===== config.mk =====
export PLATFORM = sky130hd
export DESIGN_NAME = noc_inject_arbiter
export DESIGN_NICKNAME = d
export VERILOG_FILES = /design/src/rtl/noc_inject_arbiter.sv
export SDC_FILE = /design/constraint.sdc
export NUM_CORES = 1
export LEC_CHECK = 0
export CORE_ASPECT_RATIO = 1.1
export CORE_MARGIN = 2
export CORE_UTILIZATION = 42
export CTS_CLUSTER_DIAMETER = 120
export DETAILED_ROUTE_END_ITERATION = 8
export GPL_TIMING_DRIVEN = 0
export HOLD_SLACK_MARGIN = 0.02
export PLACE_DENSITY = 0.87
export SETUP_SLACK_MARGIN = 0.05
export SLEW_MARGIN = 20
export SYNTH_ARGS = -nofsm -noshare
export SYNTH_HDL_FRONTEND = slang
export SYNTH_SLANG_ARGS = --single-unit

===== constraint.sdc =====
create_clock -name clk_router -period 5.4 [get_ports clk_router]
set_input_delay 1.35 -clock clk_router [delete_from_list [all_inputs] [get_ports clk_router]]
set_output_delay 1.35 -clock clk_router [all_outputs]
set_load 0.05 [all_outputs]

===== src/rtl/noc_inject_arbiter.sv =====
// rtl/noc_inject_arbiter.sv - packet-level round-robin arbiter feeding the router injection FIFO
// Wormhole-locked HEAD..TAIL grant; labels live in the top bits of each flit.
module noc_inject_arbiter #(
  parameter int N_REQ = 4,
  parameter int IDW = (N_REQ > 1) ? $clog2(N_REQ) : 1,
  localparam int FLIT_TOTAL_SIZE = 34,
  localparam int FLIT_DATA_SIZE = 32
) (
  input  logic                             clk_router,
  input  logic                             rst_router_n,
  input  logic [N_REQ-1:0]                 req_rempty,
  input  logic [N_REQ*FLIT_TOTAL_SIZE-1:0] req_rdata,
  output logic [N_REQ-1:0]                 req_ren,
  input  logic [N_REQ-1:0]                 req_en,
  input  logic                             inj_full,
  input  logic                             inj_afull,
  output logic                             inj_wen,
  output logic [FLIT_TOTAL_SIZE-1:0]       inj_wdata,
  output logic                             grant_vld,
  output logic [IDW-1:0]                   grant_id,
  output logic                             err_proto,
  input  logic                             err_clr,
  output logic [15:0]                      pkt_cnt
);

  localparam int LBL_W = FLIT_TOTAL_SIZE - FLIT_DATA_SIZE;
  localparam logic [LBL_W-1:0] LBL_BODY     = 2'b00;
  localparam logic [LBL_W-1:0] LBL_TAIL     = 2'b01;
  localparam logic [LBL_W-1:0] LBL_HEAD     = 2'b10;
  localparam logic [LBL_W-1:0] LBL_HEADTAIL = 2'b11;

  typedef enum logic {IDLE = 1'b0, LOCKED = 1'b1} state_t;

  state_t                     state_q, state_d;
  logic [IDW-1:0]             rr_ptr_q, rr_ptr_d;
  logic [IDW-1:0]             grant_id_q, grant_id_d;
  logic                       inj_wen_q, inj_wen_d;
  logic [FLIT_TOTAL_SIZE-1:0] inj_wdata_q, inj_wdata_d;
  logic                       err_proto_q, err_proto_d;
  logic [15:0]                pkt_cnt_q, pkt_cnt_d;

  logic                       stall;
  logic [N_REQ-1:0]           cand;
  logic                       win_vld;
  logic [IDW-1:0]             win_id;
  logic [IDW-1:0]             sel_id;
  logic [FLIT_TOTAL_SIZE-1:0] sel_flit;
  logic [LBL_W-1:0]           sel_lbl;
  logic [N_REQ-1:0]           ren_c;
  logic                       err_set;
  logic                       pkt_done;

  // Explicit compare keeps the wrap correct when N_REQ is not a power of two.
  function automatic logic [IDW-1:0] ptr_next(input logic [IDW-1:0] p);
    if (int'(p) >= N_REQ - 1) return '0;
    return p + 1'b1;
  endfunction

  assign stall = inj_full | inj_afull;
  assign cand  = ~req_rempty & req_en;

  always_comb begin
    int idx;
    win_vld = 1'b0;
    win_id  = '0;
    idx     = 0;
    for (int k = 0; k < N_REQ; k++) begin
      idx = int'(rr_ptr_q) + k;
      if (idx >= N_REQ) idx = idx - N_REQ;
      if (!win_vld && cand[idx]) begin
        win_vld = 1'b1;
        win_id  = IDW'(idx);
      end
    end
  end

  assign sel_id   = (state_q == LOCKED) ? grant_id_q : win_id;
  assign sel_flit = req_rdata[int'(sel_id)*FLIT_TOTAL_SIZE +: FLIT_TOTAL_SIZE];
  assign sel_lbl  = sel_flit[FLIT_TOTAL_SIZE-1:FLIT_DATA_SIZE];

  always_comb begin
    state_d     = state_q;
    rr_ptr_d    = rr_ptr_q;
    grant_id_d  = grant_id_q;
    inj_wen_d   = 1'b0;
    inj_wdata_d = '0;
    err_set     = 1'b0;
    pkt_done    = 1'b0;
    ren_c       = '0;
    if (state_q == IDLE) begin
      if (win_vld && !stall) begin
        ren_c[win_id] = 1'b1;
        case (sel_lbl)
          LBL_HEAD: begin
            inj_wen_d   = 1'b1;
            inj_wdata_d = sel_flit;
            state_d     = LOCKED;
            grant_id_d  = win_id;
          end
          LBL_HEADTAIL: begin
            inj_wen_d   = 1'b1;
            inj_wdata_d = sel_flit;
            rr_ptr_d    = ptr_next(win_id);
            pkt_done    = 1'b1;
          end
          default: begin
            // Orphan BODY/TAIL is drained so it cannot block the requester forever.
            err_set  = 1'b1;
            rr_ptr_d = ptr_next(win_id);
          end
        endcase
      end
    end else begin
      if (!req_rempty[grant_id_q] && !stall) begin
        ren_c[grant_id_q] = 1'b1;
        inj_wen_d         = 1'b1;
        inj_wdata_d       = sel_flit;
        case (sel_lbl)
          LBL_TAIL: begin
            state_d  = IDLE;
            rr_ptr_d = ptr_next(grant_id_q);
            pkt_done = 1'b1;
          end
          LBL_BODY: ;
          default: err_set = 1'b1;
        endcase
      end
    end
    err_proto_d = err_set | (err_proto_q & ~err_clr);
    pkt_cnt_d   = pkt_cnt_q + {15'd0, pkt_done};
  end

  always_ff @(posedge clk_router or negedge rst_router_n) begin
    if (!rst_router_n) begin
      state_q     <= IDLE;
      rr_ptr_q    <= '0;
      grant_id_q  <= '0;
      inj_wen_q   <= 1'b0;
      inj_wdata_q <= '0;
      err_proto_q <= 1'b0;
      pkt_cnt_q   <= '0;
    end else begin
      state_q     <= state_d;
      rr_ptr_q    <= rr_ptr_d;
      grant_id_q  <= grant_id_d;
      inj_wen_q   <= inj_wen_d;
      inj_wdata_q <= inj_wdata_d;
      err_proto_q <= err_proto_d;
      pkt_cnt_q   <= pkt_cnt_d;
    end
  end

  assign req_ren   = ren_c & {N_REQ{rst_router_n}};
  assign inj_wen   = inj_wen_q;
  assign inj_wdata = inj_wdata_q;
  assign grant_vld = (state_q == LOCKED);
  assign grant_id  = grant_id_q;
  assign err_proto = err_proto_q;
  assign pkt_cnt   = pkt_cnt_q;

endmodule


==> impl_metrics.json <==
{
  "outcome": "finished, final reports clean",
  "hpwl_um": 8740,
  "hold_path.class": "register to register",
  "grt_usage_pct": 23.1,
  "post_drt_wl_per_cell_um": 16.5,
  "stdcell_area_um2": 6200,
  "grt_overflow": 0,
  "finalCritPeriodShare_pct": 97.4,
  "syn_to_final_growth_pct": 68.8,
  "syn_area_um2": 3670,
  "met3WireLength_um": 715,
  "most-common-layout-cells": "clkdlybuf4s50_1, dfrtp_1, nor2_1",
  "synth-main-ff-cell": "dfrtp_1",
  "clock_path_buffers": 2,
  "async_flop_share_pct": 100,
  "clockRootBuffer": "clkbuf_8",
  "cts_sinks": 57,
  "drt-initial-drc-count": 46,
  "crit_start": "req_rempty[2]",
  "dr_wl_met2_um": 5940,
  "ys_seq_area_share_pct": 38.8,
  "grt_first_pass_wirelength_um": 17000,
  "portBuffers": 207,
  "final_common_cell": "clkdlybuf4s50_1",
  "instances_no_fill": 666,
  "power_density_nw_per_um2": 416,
  "fin_util_pct": 73.4,
  "dieArea_um2": 9510,
  "start_util_pct": 43.4,
  "cp_max_fo": 4,
  "avgSynthCellArea_um2": 11.3,
  "drt-met1-wl_um": 4190,
  "final_antenna_net_count": 0,
  "synth_top_area_share_pct": 38.8,
  "fin_worst_skew_ns": 0.00885,
  "drc": 0,
  "worstSkewPairLatency_ns": 0.33,
  "arrival_ns": 3.91,
  "hold_viol_final": 0,
  "final.fill_count": 579,
  "synth_compound_area_share_pct": 16.1,
  "p_leak_uw": 0.00264,
  "ir_worst_vdd_mv": 0.206,
  "synthXorXnorAreaFrac_pct": 3.34,
  "cp.required_ns": 4.05,
  "yosys.area_share.adder_pct": 3.71,
  "placed_cell_area_um2": 5900,
  "core_um2": 8450,
  "drive_above_1_share_pct": 19.6,
  "critPathCaptureType": "output pin",
  "synth_area_leaders": "dfrtp_1, mux2i_1, mux2_2, a211oi_2, nor2_1",
  "yosys.cell_types.count": 50,
  "die_x_um": 93.2,
  "worstMarginPinSlew_ns": 0.725,
  "cts_htree_levels": 3,
  "ys_seq_elements": 57,
  "row_count": 35,
  "routed_via_density": 5.05,
  "antenna_found_initial": 0,
  "hold_start": "pkt_cnt[15]$_DFF_PN0_",
  "grt_pass1_vias": 3523,
  "drv_cap": 0,
  "setup_viol": 0,
  "postCtsHoldBufs": 0,
  "synth_mux_area_share_pct": 22.0,
  "fin_nets": 709,
  "topRoutingLayerUsed": "met4",
  "syn_inst": 325,
  "synth-simple-area-share_pct": 11.7,
  "timing.setup.tns_ns": 0,
  "ys_warn_count": 0,
  "critPathLaunchType": "input pin",
  "cts_buffers": 9,
  "dr.pass1.iters": 4,
  "path_class": "input pin to output pin",
  "rsz0062_at_grt": "false",
  "slew_viol_final": 0,
  "place.gp.congestion": 0.826,
  "worst_hold_slack_ns": 0.485,
  "r2r_slack_ns": 2.16,
  "r2r-start": "grant_id[0]$_DFFE_PN0P_",
  "fmax_ghz": 0.190,
  "fin_crit_ns": 5.26,
  "grt_max_degree": 33,
  "dp.cells": 644,
  "num_antenna_cells": 0,
  "synth_area_leader_cell": "dfrtp_1",
  "wirelength_um": 11000,
  "die_h_um": 102,
  "clk_pin_slew_worst_paths_ns": 0.07,
  "design.portCount": 208,
  "num_vias": 3364,
  "cts_tree": "built",
  "synth_edf_count": 0,
  "synth_top_family_by_area": "multiplexers",
  "synthesis.nets": 484,
  "relSlewSlack_pct": 51.7
}
## sequential cells by signal, summed over array words and instances, names as in the netlist
name	cells
pkt_cnt	16
inj_wdata	34
inj_wen	1
grant_vld	1
grant_id	2
err_proto	1
rr_ptr_q	2
## report_power, final
part / leakage, uW / switching [uW] / internal, uW / total (uW)
Combinational: 0.00174 / 886 / 621 / 1510
Sequential: 0.000774 / 62.9 / 508 / 571
Clock: 0.000124 / 192 / 311 / 504
## repair_timing
action                                 CTS  global route
buffers inserted                         0             6
setup endpoints to repair                0             4
endpoints found under the hold margin    0             0
gates resized for setup                  0             2
## metal layers
metal,vias to the layer above,global-route usage (%)
met5,-,0
met4,0,7.92
met3,12,5.75
met2,128,42.8
met1,1603,25.9
li1,1621,-
## logic make-up (layout without fill, tap and decap cells)
family          count (synthesis)  after routing
simple gates                   85             85
compound gates                 55             55
mux                            74             74
buf+inv                        29            259
fa+ha+maj                      11             11
xor+xnor                       14             14
flops                          57             57
## synthesized netlist by cell type (2+ instances only)
library cell and number:
a211oi_1 4, a211oi_2 28, a21oi_1 3, a22oi_1 4, a31o_1 2, and2_1 2, and3_1 5, buf_2 5
buf_4 2, buf_6 5, clkbuf_1 5, dfrtp_1 57, ha_1 10, inv_1 11, mux2_2 33, mux2i_1 39
nand2_1 9, nand2b_1 3, nand3_1 5, nand4_1 3, nor2_1 40, nor2b_1 8, o21ai_0 3, xnor2_1 9
xor2_1 5
## layout make-up
class | count | area (um2) | share of cell area [%]
plain buffers | 18 | 119 | 1.92
clock buffers | 9 | 124 | 2.00
clock inverters | 7 | 125 | 2.02
inverters | 11 | 41.3 | 0.666
multi-input cells | 239 | 2090 | 33.6
flip-flops and latches | 57 | 1430 | 23.0
well taps | 111 | 139 | 2.24
repair buffers | 214 | 2140 | 34.5
## final timing paths
path | end | depth (start not counted)
worst max register to register | pkt_cnt[12]$_DFF_PN0_ | 11
max in group asynchronous | inj_wdata[2]$_DFF_PN0_ | 2
worst min-delay path | pkt_cnt[15]$_DFF_PN0_ | 1
min in group asynchronous | inj_wdata[31]$_DFF_PN0_ | 1
worst max-delay path | req_ren[1] | 8
worst min register to register | pkt_cnt[15]$_DFF_PN0_ | 1
## stage by stage
step / worst slack (ns) / power (uW)
after floorplan: 0.958 / 1610
after global placement: -0.843 / 2060
after detailed placement: 0.0758 / 2090
after CTS: 0.0571 / 2600
after global routing: 0.0922 / 2720
final: 0.139 / 2580
## worst max-delay path, stage by stage
cell and delay, ns:
clkdlybuf4s50_1 0.47, and2b_1 0.22, a221o_1 0.32, a21oi_1 0.33, ha_1 0.21, a22oi_1 0.08, nor2b_1 0.12, clkdlybuf4s50_1 0.81
(Power assumes the default switching activity.)
